<file path="src/rtl/cpu_ctrl_pkg.sv">
// Shared definitions for the hardwired CPU control sequencer: opcode map,
// FSM state encoding, instruction classes and small decode helpers.
package cpu_ctrl_pkg;

  localparam int OP_W = 5;

  // Instruction opcodes (IR[31:27])
  localparam logic [OP_W-1:0] OP_LD   = 5'b00000;
  localparam logic [OP_W-1:0] OP_LDI  = 5'b00001;
  localparam logic [OP_W-1:0] OP_ST   = 5'b00010;
  localparam logic [OP_W-1:0] OP_ADD  = 5'b00011;
  localparam logic [OP_W-1:0] OP_SUB  = 5'b00100;
  localparam logic [OP_W-1:0] OP_AND  = 5'b00101;
  localparam logic [OP_W-1:0] OP_OR   = 5'b00110;
  localparam logic [OP_W-1:0] OP_ROR  = 5'b00111;
  localparam logic [OP_W-1:0] OP_ROL  = 5'b01000;
  localparam logic [OP_W-1:0] OP_SHR  = 5'b01001;
  localparam logic [OP_W-1:0] OP_SHRA = 5'b01010;
  localparam logic [OP_W-1:0] OP_SHL  = 5'b01011;
  localparam logic [OP_W-1:0] OP_ADDI = 5'b01100;
  localparam logic [OP_W-1:0] OP_ANDI = 5'b01101;
  localparam logic [OP_W-1:0] OP_ORI  = 5'b01110;
  localparam logic [OP_W-1:0] OP_DIV  = 5'b01111;
  localparam logic [OP_W-1:0] OP_MUL  = 5'b10000;
  localparam logic [OP_W-1:0] OP_NEG  = 5'b10001;
  localparam logic [OP_W-1:0] OP_NOT  = 5'b10010;
  localparam logic [OP_W-1:0] OP_BR   = 5'b10011;
  localparam logic [OP_W-1:0] OP_JR   = 5'b10101;
  localparam logic [OP_W-1:0] OP_IN   = 5'b10110;
  localparam logic [OP_W-1:0] OP_OUT  = 5'b10111;
  localparam logic [OP_W-1:0] OP_MFLO = 5'b11000;
  localparam logic [OP_W-1:0] OP_MFHI = 5'b11001;
  localparam logic [OP_W-1:0] OP_NOP  = 5'b11010;
  localparam logic [OP_W-1:0] OP_HALT = 5'b11011;

  // ALU code used for address, immediate-add and branch-target arithmetic
  localparam logic [OP_W-1:0] ALU_ADD = OP_ADD;

  // Sequencer states: fetch F0/F1/FW/F2, execute E0..E4 plus the ld data-read wait EW
  typedef enum logic [3:0] {
    ST_RESET,
    ST_F0,
    ST_F1,
    ST_FW,
    ST_F2,
    ST_E0,
    ST_E1,
    ST_E2,
    ST_E3,
    ST_EW,
    ST_E4,
    ST_HALT
  } state_t;

  // Instructions grouped by identical control-step sequences
  typedef enum logic [3:0] {
    CL_NONE,
    CL_ALU_R,
    CL_ALU_I,
    CL_LDI,
    CL_LD,
    CL_ST,
    CL_MULDIV,
    CL_UNARY,
    CL_BR,
    CL_JR,
    CL_IN,
    CL_OUT,
    CL_MFLO,
    CL_MFHI,
    CL_HALT
  } op_class_t;

  function automatic op_class_t op_class(input logic [OP_W-1:0] op);
    case (op)
      OP_ADD, OP_SUB, OP_AND, OP_OR, OP_ROR,
      OP_ROL, OP_SHR, OP_SHRA, OP_SHL:    return CL_ALU_R;
      OP_ADDI, OP_ANDI, OP_ORI:           return CL_ALU_I;
      OP_LDI:                             return CL_LDI;
      OP_LD:                              return CL_LD;
      OP_ST:                              return CL_ST;
      OP_DIV, OP_MUL:                     return CL_MULDIV;
      OP_NEG, OP_NOT:                     return CL_UNARY;
      OP_BR:                              return CL_BR;
      OP_JR:                              return CL_JR;
      OP_IN:                              return CL_IN;
      OP_OUT:                             return CL_OUT;
      OP_MFLO:                            return CL_MFLO;
      OP_MFHI:                            return CL_MFHI;
      OP_HALT:                            return CL_HALT;
      default:                            return CL_NONE;
    endcase
  endfunction

  // Number of execute steps, not counting the extra ld memory-wait cycles
  function automatic logic [2:0] exec_steps(input op_class_t c);
    case (c)
      CL_ALU_R, CL_ALU_I, CL_LDI:          return 3'd3;
      CL_LD, CL_ST:                        return 3'd5;
      CL_MULDIV, CL_BR:                    return 3'd4;
      CL_UNARY:                            return 3'd2;
      CL_JR, CL_IN, CL_OUT,
      CL_MFLO, CL_MFHI:                    return 3'd1;
      default:                             return 3'd0;
    endcase
  endfunction

  // Immediate forms run the ALU operation of their register counterpart
  function automatic logic [OP_W-1:0] alu_code(input logic [OP_W-1:0] op);
    case (op)
      OP_ADDI: return OP_ADD;
      OP_ANDI: return OP_AND;
      OP_ORI:  return OP_OR;
      default: return op;
    endcase
  endfunction

endpackage

</file>
<file path="src/rtl/control_sequencer_mem_wait_counter.sv">
// Loadable down-counter of RAM read wait cycles; shared by the instruction
// fetch read and the ld data read. 'last' marks the final wait cycle.
module mem_wait_counter #(
  parameter int MEM_WAIT = 1
) (
  input  logic Clock,
  input  logic clear,
  input  logic load,
  input  logic dec,
  output logic last
);

  logic [1:0] cnt;

  // Load with the wait length on entry to a read, count down while waiting
  always_ff @(posedge Clock or negedge clear) begin
    if (!clear) begin
      cnt <= 2'd0;
    end else if (load) begin
      cnt <= 2'(MEM_WAIT);
    end else if (dec && (cnt != 2'd0)) begin
      cnt <= cnt - 2'd1;
    end
  end

  assign last = (cnt == 2'd1);

endmodule

</file>
<file path="src/rtl/control_sequencer.sv">
// Hardwired control unit: fetch, decode of IR[31:27], per-instruction
// execute steps, and halt. All control nets are Moore-decoded from the
// state and the opcode latched at the end of F2 (br PCin also follows
// con_ff_bit in its final step). MEM_WAIT must lie in 0..3.
module control_sequencer
  import cpu_ctrl_pkg::*;
#(
  parameter int DATA_WIDTH   = 32,
  parameter int OPCODE_WIDTH = 5,
  parameter int MEM_WAIT     = 1
) (
  input  logic                    Clock,
  input  logic                    clear,
  input  logic [DATA_WIDTH-1:0]   IR,
  input  logic                    con_ff_bit,
  input  logic                    Stop,
  output logic                    Run,
  output logic                    HIout,
  output logic                    LOout,
  output logic                    Zhi_out,
  output logic                    Zlo_out,
  output logic                    PCout,
  output logic                    MDRout,
  output logic                    Inport_out,
  output logic                    Cout,
  output logic                    MARin,
  output logic                    Zin,
  output logic                    PCin,
  output logic                    MDRin,
  output logic                    IRin,
  output logic                    Yin,
  output logic                    HIin,
  output logic                    LOin,
  output logic                    outport_in,
  output logic                    CONin,
  output logic                    Gra,
  output logic                    Grb,
  output logic                    Grc,
  output logic                    Rin,
  output logic                    Rout,
  output logic                    BAout,
  output logic [OPCODE_WIDTH-1:0] opcode,
  output logic                    IncPC,
  output logic                    Mem_Read,
  output logic                    Mem_Write,
  output logic                    Mem_enable512x32
);

  state_t                  state;
  state_t                  state_next;
  state_t                  boundary_state;
  logic [OPCODE_WIDTH-1:0] ir_op;
  logic [OPCODE_WIDTH-1:0] op_q;
  op_class_t               cls;
  op_class_t               ir_cls;
  logic [2:0]              steps;
  logic                    wait_load;
  logic                    wait_dec;
  logic                    wait_last;
  logic                    unused_ir_bits;

  assign ir_op          = IR[DATA_WIDTH-1 -: OPCODE_WIDTH];
  assign unused_ir_bits = ^IR[DATA_WIDTH-OPCODE_WIDTH-1:0];
  assign ir_cls         = op_class(ir_op);
  assign cls            = op_class(op_q);
  assign steps          = exec_steps(cls);

  // Stop only matters in the last cycle of an instruction
  assign boundary_state = Stop ? ST_HALT : ST_F0;

  // Read waits start after F1 (fetch) or E3 (ld data read)
  assign wait_load = (state == ST_F1) || ((state == ST_E3) && (cls == CL_LD));
  assign wait_dec  = (state == ST_FW) || (state == ST_EW);

  mem_wait_counter #(
    .MEM_WAIT (MEM_WAIT)
  ) u_wait (
    .Clock (Clock),
    .clear (clear),
    .load  (wait_load),
    .dec   (wait_dec),
    .last  (wait_last)
  );

  // State register and opcode latch; opcode captured on the F2 -> E0 edge
  always_ff @(posedge Clock or negedge clear) begin
    if (!clear) begin
      state <= ST_RESET;
      op_q  <= '0;
    end else begin
      state <= state_next;
      if (state == ST_F2) begin
        op_q <= ir_op;
      end
    end
  end

  // Next-state sequencing through fetch, execute steps and halt
  always_comb begin
    state_next = state;
    case (state)
      ST_RESET: state_next = ST_F0;
      ST_F0:    state_next = ST_F1;
      ST_F1:    state_next = (MEM_WAIT == 0) ? ST_F2 : ST_FW;
      ST_FW:    state_next = wait_last ? ST_F2 : ST_FW;
      ST_F2: begin
        if (ir_cls == CL_HALT) begin
          state_next = ST_HALT;
        end else if (exec_steps(ir_cls) == 3'd0) begin
          state_next = boundary_state;
        end else begin
          state_next = ST_E0;
        end
      end
      ST_E0:    state_next = (steps == 3'd1) ? boundary_state : ST_E1;
      ST_E1:    state_next = (steps == 3'd2) ? boundary_state : ST_E2;
      ST_E2:    state_next = (steps == 3'd3) ? boundary_state : ST_E3;
      ST_E3: begin
        if (cls == CL_LD) begin
          state_next = (MEM_WAIT == 0) ? ST_E4 : ST_EW;
        end else begin
          state_next = (steps == 3'd4) ? boundary_state : ST_E4;
        end
      end
      ST_EW:    state_next = wait_last ? ST_E4 : ST_EW;
      ST_E4:    state_next = boundary_state;
      ST_HALT:  state_next = ST_HALT;
      default:  state_next = ST_RESET;
    endcase
  end

  // Control-net decode from state and latched opcode
  always_comb begin
    Run              = 1'b0;
    HIout            = 1'b0;
    LOout            = 1'b0;
    Zhi_out          = 1'b0;
    Zlo_out          = 1'b0;
    PCout            = 1'b0;
    MDRout           = 1'b0;
    Inport_out       = 1'b0;
    Cout             = 1'b0;
    MARin            = 1'b0;
    Zin              = 1'b0;
    PCin             = 1'b0;
    MDRin            = 1'b0;
    IRin             = 1'b0;
    Yin              = 1'b0;
    HIin             = 1'b0;
    LOin             = 1'b0;
    outport_in       = 1'b0;
    CONin            = 1'b0;
    Gra              = 1'b0;
    Grb              = 1'b0;
    Grc              = 1'b0;
    Rin              = 1'b0;
    Rout             = 1'b0;
    BAout            = 1'b0;
    opcode           = '0;
    IncPC            = 1'b0;
    Mem_Read         = 1'b0;
    Mem_Write        = 1'b0;
    Mem_enable512x32 = 1'b0;

    Run = (state != ST_RESET) && (state != ST_HALT);

    case (state)
      ST_F0: begin
        PCout = 1'b1; MARin = 1'b1; IncPC = 1'b1; Zin = 1'b1;
      end
      ST_F1: begin
        Zlo_out = 1'b1; PCin = 1'b1;
        Mem_Read = 1'b1; Mem_enable512x32 = 1'b1;
        MDRin = (MEM_WAIT == 0);
      end
      ST_FW: begin
        Mem_Read = 1'b1; Mem_enable512x32 = 1'b1;
        MDRin = wait_last;
      end
      ST_F2: begin
        MDRout = 1'b1; IRin = 1'b1;
      end
      ST_E0: begin
        case (cls)
          CL_ALU_R, CL_ALU_I: begin Grb = 1'b1; Rout = 1'b1; Yin = 1'b1; end
          CL_LDI, CL_LD, CL_ST: begin Grb = 1'b1; BAout = 1'b1; Yin = 1'b1; end
          CL_MULDIV: begin Gra = 1'b1; Rout = 1'b1; Yin = 1'b1; end
          CL_UNARY: begin Grb = 1'b1; Rout = 1'b1; Zin = 1'b1; opcode = op_q; end
          CL_BR: begin Gra = 1'b1; Rout = 1'b1; CONin = 1'b1; end
          CL_JR: begin Gra = 1'b1; Rout = 1'b1; PCin = 1'b1; end
          CL_IN: begin Inport_out = 1'b1; Gra = 1'b1; Rin = 1'b1; end
          CL_OUT: begin Gra = 1'b1; Rout = 1'b1; outport_in = 1'b1; end
          CL_MFLO: begin LOout = 1'b1; Gra = 1'b1; Rin = 1'b1; end
          CL_MFHI: begin HIout = 1'b1; Gra = 1'b1; Rin = 1'b1; end
          default: ;
        endcase
      end
      ST_E1: begin
        case (cls)
          CL_ALU_R: begin Grc = 1'b1; Rout = 1'b1; Zin = 1'b1; opcode = alu_code(op_q); end
          CL_ALU_I: begin Cout = 1'b1; Zin = 1'b1; opcode = alu_code(op_q); end
          CL_LDI, CL_LD, CL_ST: begin Cout = 1'b1; Zin = 1'b1; opcode = ALU_ADD; end
          CL_MULDIV: begin Grb = 1'b1; Rout = 1'b1; Zin = 1'b1; opcode = op_q; end
          CL_UNARY: begin Zlo_out = 1'b1; Gra = 1'b1; Rin = 1'b1; end
          CL_BR: begin PCout = 1'b1; Yin = 1'b1; end
          default: ;
        endcase
      end
      ST_E2: begin
        case (cls)
          CL_ALU_R, CL_ALU_I, CL_LDI: begin Zlo_out = 1'b1; Gra = 1'b1; Rin = 1'b1; end
          CL_LD, CL_ST: begin Zlo_out = 1'b1; MARin = 1'b1; end
          CL_MULDIV: begin Zlo_out = 1'b1; LOin = 1'b1; end
          CL_BR: begin Cout = 1'b1; Zin = 1'b1; opcode = ALU_ADD; end
          default: ;
        endcase
      end
      ST_E3: begin
        case (cls)
          CL_LD: begin
            Mem_Read = 1'b1; Mem_enable512x32 = 1'b1;
            MDRin = (MEM_WAIT == 0);
          end
          CL_ST: begin Gra = 1'b1; Rout = 1'b1; MDRin = 1'b1; end
          CL_MULDIV: begin Zhi_out = 1'b1; HIin = 1'b1; end
          CL_BR: begin Zlo_out = 1'b1; PCin = con_ff_bit; end
          default: ;
        endcase
      end
      ST_EW: begin
        Mem_Read = 1'b1; Mem_enable512x32 = 1'b1;
        MDRin = wait_last;
      end
      ST_E4: begin
        case (cls)
          CL_LD: begin MDRout = 1'b1; Gra = 1'b1; Rin = 1'b1; end
          CL_ST: begin Mem_Write = 1'b1; Mem_enable512x32 = 1'b1; end
          default: ;
        endcase
      end
      default: ;
    endcase
  end

endmodule

</file>
<file path="config.mk">
export PLATFORM = sky130hd
export DESIGN_NAME = control_sequencer
export DESIGN_NICKNAME = d
export VERILOG_FILES = /design/src/rtl/cpu_ctrl_pkg.sv /design/src/rtl/control_sequencer_mem_wait_counter.sv /design/src/rtl/control_sequencer.sv
export SDC_FILE = /design/constraint.sdc
export NUM_CORES = 1
export LEC_CHECK = 0
export BUFFER_PORTS_ARGS = -buffer_cell sky130_fd_sc_hd__buf_4
export CORE_AREA = 4 4 70 72
export CTS_CLUSTER_DIAMETER = 100
export DETAILED_ROUTE_END_ITERATION = 8
export DIE_AREA = 0 0 74 76
export PLACE_DENSITY = 0.79
export RECOVER_POWER = 100
export SLEW_MARGIN = 20
export SYNTH_ARGS = -nofsm -noshare
export SYNTH_HDL_FRONTEND = slang
export SYNTH_SLANG_ARGS = --single-unit
export TNS_END_PERCENT = 20
</file>
<file path="constraint.sdc">
create_clock -name Clock -period 3.3 [get_ports Clock]
set_clock_uncertainty 0.1 [all_clocks]
set_input_delay 0.66 -clock Clock [delete_from_list [all_inputs] [get_ports Clock]]
set_output_delay 0.66 -clock Clock [all_outputs]
set_load 0.005 [all_outputs]
</file>
---- Yosys cells after proc, flatten, opt, wreduce, memory -nomap -nowiden ----
Memory sizes are Yosys's and may differ from the RTL's.
Index checks and enable logic that the tools add are counted.
storage, ports and cells
  flip-flop bits (word level) ............. 11
  latch bits .............................. 0
  memory bits (writable) .................. 0
  memory bits (read-only) ................. 352
  word-level logic and storage cells ...... 134
  memories kept ........................... 4
operators by class
  add/subtract/negate cells ............... 1
  multipliers ............................. 0
  divide/modulo/power cells ............... 0
  $lt $le $gt $ge ......................... 0
  equality and inequality tests ........... 34
  shift-type cells ........................ 0
  muxes and demuxes ....................... 69
  bitwise operators ....................... 0
  reductions and logical operators ........ 23
memory list
  name              words  width  rd ports  clocked after memory_dff  write ports  line                text
  (name not given)  32     4      1         0                         0            cpu_ctrl_pkg.sv:75  case (op)
  (name not given)  32     4      1         0                         0            cpu_ctrl_pkg.sv:75
  (name not given)  16     3      1         0                         0            cpu_ctrl_pkg.sv:97  case (c)
  (name not given)  16     3      1         0                         0            cpu_ctrl_pkg.sv:97
operator list
  operator                                                               count
  4-bit case mux with 12 select lines                                    1
  5-bit case mux with 3 select lines                                     3
  4-bit equality test, second input constant                             11
  1-bit 2-to-1 mux                                                       34
  4-bit by 3-bit equality test with 1-bit output, second input constant  8
  4-bit 2-to-1 mux                                                       8
  4-bit by 2-bit equality test with 1-bit output, second input constant  4
  1-bit case mux with 2 select lines                                     8
  5-bit by 4-bit equality test with 1-bit output, second input constant  3
  7-bit OR reduction                                                     2
  1-bit case mux with 4 select lines                                     3
  3-bit OR reduction                                                     4
  6-bit OR reduction                                                     2
  3-bit 2-to-1 mux                                                       3
  1-bit case mux with 3 select lines                                     3
  4-bit by 1-bit equality test with 1-bit output, second input constant  2
  2-bit 2-to-1 mux                                                       4
  2-bit OR reduction                                                     4
  3-bit by 2-bit equality test with 1-bit output, second input constant  2
  5-bit 2-to-1 mux                                                       1
  1-bit case mux with 5 select lines                                     1
  4-bit zero test                                                        1
  4-bit inequality test, second input constant                           1
  2-bit nonzero test                                                     2
  other kinds (9)                                                        12

---- Depth between registers and ports, before layout ----
An unclocked memory read counts as a cell.
  depth after elaboration ................. 8
  mapped depth ............................ 11

---- By module ----
Synthesis repeated with hierarchy kept, for this count alone.
second synthesis, totals
  cells, all modules ...................... 311
  area total of the unflattened synthesis .. 2,140.8 um2
modules (own cells, without submodules)
  module             instances  cells each  area each (um2)
  control_sequencer  1          299         2,011.9
  mem_wait_counter   1          12          128.9

---- Worst setup path before layout ----
OpenSTA, ideal clock, no wires.
  kind .................................... register -> output
  start ................................... reg op_q[1]
  end ..................................... out opcode[1]
  arrival time ............................ 2.153 ns
  required time ........................... 2.540 ns
  path slack .............................. 0.387 ns
  cell stages (with the launch flop) ...... 11
  cell sequence ........................... dfrtp_1 -> inv_1 -> ha_1 -> or2b_1 -> a21oi_2 -> o32a_4 -> buf_4 -> o21ai_0 -> a22oi_1 -> a21oi_1 -> a211o_1
between the ends
  word-level cells in the longest chain between the ends .. 5
  elaborated cells between the ends (all ways) .. 19
  classes of those cells .................. eq/ne (11); mux (5); reduce/logical (2); memory (1)
RTL lines
  item                                                                          line                      text
  from (decl)                                                                   control_sequencer.sv:53   logic [OPCODE_WIDTH-1:0] op_q;
  from (signal assigned)                                                        control_sequencer.sv:93   op_q <= ir_op;
  memory read 32 x 4 bit                                                        --
  4-bit by 3-bit equality test with 1-bit output, or another cell as far along  control_sequencer.sv:199  case (cls)
  3-bit OR reduction or 2-bit OR reduction (tied branches)                      --
  5-bit case mux with 3 select lines                                            control_sequencer.sv:199
  5-bit case mux with 3 select lines *                                          control_sequencer.sv:167  case (state)
  to (decl)                                                                     control_sequencer.sv:42   output logic [OPCODE_WIDTH-1:0] opcode,
Mark *: on every way between the ends. The rest lies on a longest branch, timed or not.

---- Worst setup path in the final report ----
  start ................................... reg op_q[0]
  end ..................................... out Gra
between the ends
  word-level cells in the longest chain between the ends .. 5
  elaborated cells between the ends (all ways) .. 22
  classes of those cells .................. eq/ne (13); mux (6); reduce/logical (2); memory (1)
RTL lines
  item                                                                          line                                                text
  memory read 32 x 4 bit *                                                      --
  4-bit by 3-bit equality test with 1-bit output, or another cell as far along  control_sequencer.sv:184                            case (cls)
  7-bit OR reduction (no source line) or 3-bit OR reduction (tied branches)     --
  1-bit 2-to-1 mux, on equally long branches                                    control_sequencer.sv:184, control_sequencer.sv:210
  1-bit case mux with 5 select lines *                                          control_sequencer.sv:167
  to (decl)                                                                     control_sequencer.sv:36                             output logic Gra,
Marks and branches as above.

==> impl_metrics.csv <==
group,metric,value,unit
run_status,status,"finished, violations left",
run_status,violations,"setup timing",
sta,rsz0062_at_grt,"true",
sta,finalCritPeriodShare,100,%
clock_tree,clock_latency,0.24,ns
global_route,grt_pass1_wl,11.8,mm
sta,fin_crit,3.31,ns
synthesis,yosysWarnings,0,
worst_setup_path,start_kind,"flip-flop",
worst_setup_path,slowest_delay,0.45,ns
placement,pre_cts_ws,0.0485,ns
layout,final_common_cell,"buf_4",
drt,drtPass1Iterations,5,
die,die_h,76,um
global_route,grt-ovfl-total,0,
placement,gp_congestion,1.00,
clock_tree,cts_tree,"done",
die,row_count,24,
sta,fmax,0.302,GHz
die,die-area,5620,sq um
global_route,grt_max_degree,17,
global_route,grt_pass1_vias,2535,
synthesis,synth-edff-count,0,
worst_setup_path,crit_type,"reg -> out",
sta,worst_slew_pin_slew,0.575,ns
layout,antenna_cells,0,
clock_tree,h-tree-depth,1,
die,core_area,4290,sq um
drt,wirelength,8.30,mm
global_route,antenna_found_initial,0,
synthesis,synth_nets,356,
sta,setup_viol,1,
worst_setup_path,slowest_stage,"dfrtp_2",
global_route,track_usage,25.7,%
layout,mostFrequentLayoutCells,"buf_4, nand2_1, nor2_1",
power_and_ir_drop,powerDensity,1200,nW/um^2
drt,drt-initial-drc-count,337,
clock_tree,cts_root_buf,"clkbuf_8",
synthesis,syn_inst,305,
worst_setup_path,cp-end-kind,"primary output",
synthesis,synth_area,2140,sq um
drt,routed-via-count,2907,
synthesis,synth_top_flop_cell,"dfrtp_1",
layout,layout-drive-gt1-share,42.0,%
drt,via_per_inst,6.61,
sta,maxSlewViolCount,0,
layout,fin_area,3150,sq um
power_and_ir_drop,leakagePower,1.37,nW
drt,post-route-drc-count,0,
layout,nets,440,
placement,io_buffers,42,
clock_tree,clock_path_buffers,2,
sta,hold_viol_final,0,
worst_setup_path,path_common_cell,"buf_4",
drt,postRouteAntennaNets,0,
worst_setup_path,crit_arrival,2.55,ns
layout,syn_to_final_growth,47.1,%
clock_tree,cts_buffers,3,
synthesis,synth.distinct_cells,66,
power_and_ir_drop,ir_worst_vdd,0.000578,V
sta,setup_ws,-0.0134,ns
clock_tree,cts.sinks,11,
die,io_pins,70,
die,die_w,74,um
layout,utilization,73.3,%
placement,dpl_cell_area,2660,sq um
die,start_util,49.9,%
min_path,min-delay-path-class,"in -> async",
placement,hpwl,5.31,mm
synthesis,ys_seq_elements,11,
synthesis,synth_area_per_cell,7.02,sq um
worst_setup_path,worstPathCellList,"inv_4 > ha_4 > nor2_2 > o31a_1 > buf_4 > o21ai_4 > nor2b_2 > a21oi_1 > o221ai_2 > buf_4",
sta,maxSlewHeadroom,61.7,%
clock_tree,path_clk_slew,0.05,ns
worst_setup_path,worst_ep_required_time,2.54,ns
worst_setup_path,worstPathMaxFanout,6,
drt,avgRoutedWirePerCell,18.9,um
synthesis,ys_async_sr_fraction,100,%
synthesis,ys_seq_area_share,12.9,%
run,cap_violations,0,
routing by layer:
metal,vias up,GRT usage (%),share of wire [%]
li1,1293,-,-
met5,-,0,0
met3,65,2.51,10
met1,1308,34.6,37
met4,0,12.0,5.8
met2,241,40.3,47
cells by family (layout without fill, tap and decap cells):
family | after synthesis | count (layout) | share of synthesized area (%)
AOI/OAI and AO/OA | 95 | 97 | 32.3
buffers and inverters | 32 | 113 | 7.95
muxes | 4 | 4 | 2.05
adders and majority gates | 15 | 15 | 8.77
DFF | 11 | 11 | 12.9
xor gates and xnor gates | 3 | 3 | 1.23
and+or+nand+nor | 145 | 145 | 34.8
power by group:
group	internal, W	total [W]	switching, W
Sequential	0.000204	0.000358	0.000154
Combinational	0.00150	0.00329	0.00179
Clock	0.0000844	0.000131	0.0000465
Total	0.00179	0.00378	0.00199
repair_timing:
item	4_1_cts	5_1_grt
gates resized for setup	15	51
cloned	2	0
pin swaps	7	17
hold buffers	0	0
endpoints found under the setup margin	16	23
buffers inserted	9	12
worst max-delay path, delay by kind of cell, from the launching register on:
family | cells | cell delay (ns)
buf+inv | 3 | 0.43
flops | 1 | 0.45
fa+ha+maj | 1 | 0.18
simple gates | 2 | 0.40
compound gates | 4 | 0.86
state kept, by name, indices dropped and copies added, names as in the netlist:
register / cells
state: 4
op_q: 5
u_wait.cnt: 2
through the flow:
step	hold slack, ns	power (W)	setup TNS [ns]	instances
6_report	0.294	0.00378	-0.0134	440
5_1_grt	0.344	0.00398	-0.623	440
4_1_cts	0.149	0.00308	0	429
3_5_place_dp	0.400	0.00269	0	414
3_3_place_gp	0.399	0.00265	0	414
2_1_floorplan	0.264	0.00186	0	305
path summary, 6_finish.rpt:
check / endpoint / cells after the start / slack [ns] / from
min in group Clock: u_wait.cnt[1] / 1 / 0.42 / u_wait.cnt[1]
setup reg to reg: state[0] / 10 / 0.65 / op_q[0]
hold / removal: state[3] / 1 / 0.29 / clear
max in group asynchronous: op_q[0] / 1 / 2.40 / clear
hold reg to reg: u_wait.cnt[1] / 1 / 0.42 / u_wait.cnt[1]
setup / recovery: Gra / 10 / -0.01 / op_q[0]
Yosys cell counts (all sizes together) (2+ instances only):
library cell  count  share of area [%]
a32oi             2               0.82
o31ai             3                1.1
and3              6                1.8
a2bb2oi           2               0.82
nand3b            3                1.1
or2               3               0.88
and2              2               0.58
inv              11                1.9
xnor2             2               0.82
a21oi            21                5.3
nor2b             5                1.5
nor3             12                3.6
buf              15                4.8
or2b              2               0.70
nand2b            9                3.0
dfrtp            11                 13
mux2              3                1.6
a31oi             4                1.2
a2111oi           2               0.82
nand4             8                2.3
o22ai             5                2.1
or4               2               0.70
clkbuf            6                1.2
nand3            12                2.8
nor2             37                7.4
o32ai             2                1.7
a22oi             5                1.8
o31a              2               0.82
or3               5                1.5
ha               15                8.8
a211o             5                2.0
a211oi            4                1.4
o21ai            24                6.0
a221o             2               0.94
nand2            38                6.7
area by class of cell:
class,instances,area [sq um]
Multi-Input combinational cell,264,1960
Fill cell,316,1140
Timing Repair Buffer,98,759
Sequential cell,11,278
Tap cell,52,65.1
Clock buffer,4,45.0
Inverter,11,43.8
Note: power is estimated with default switching activity, not from simulation.
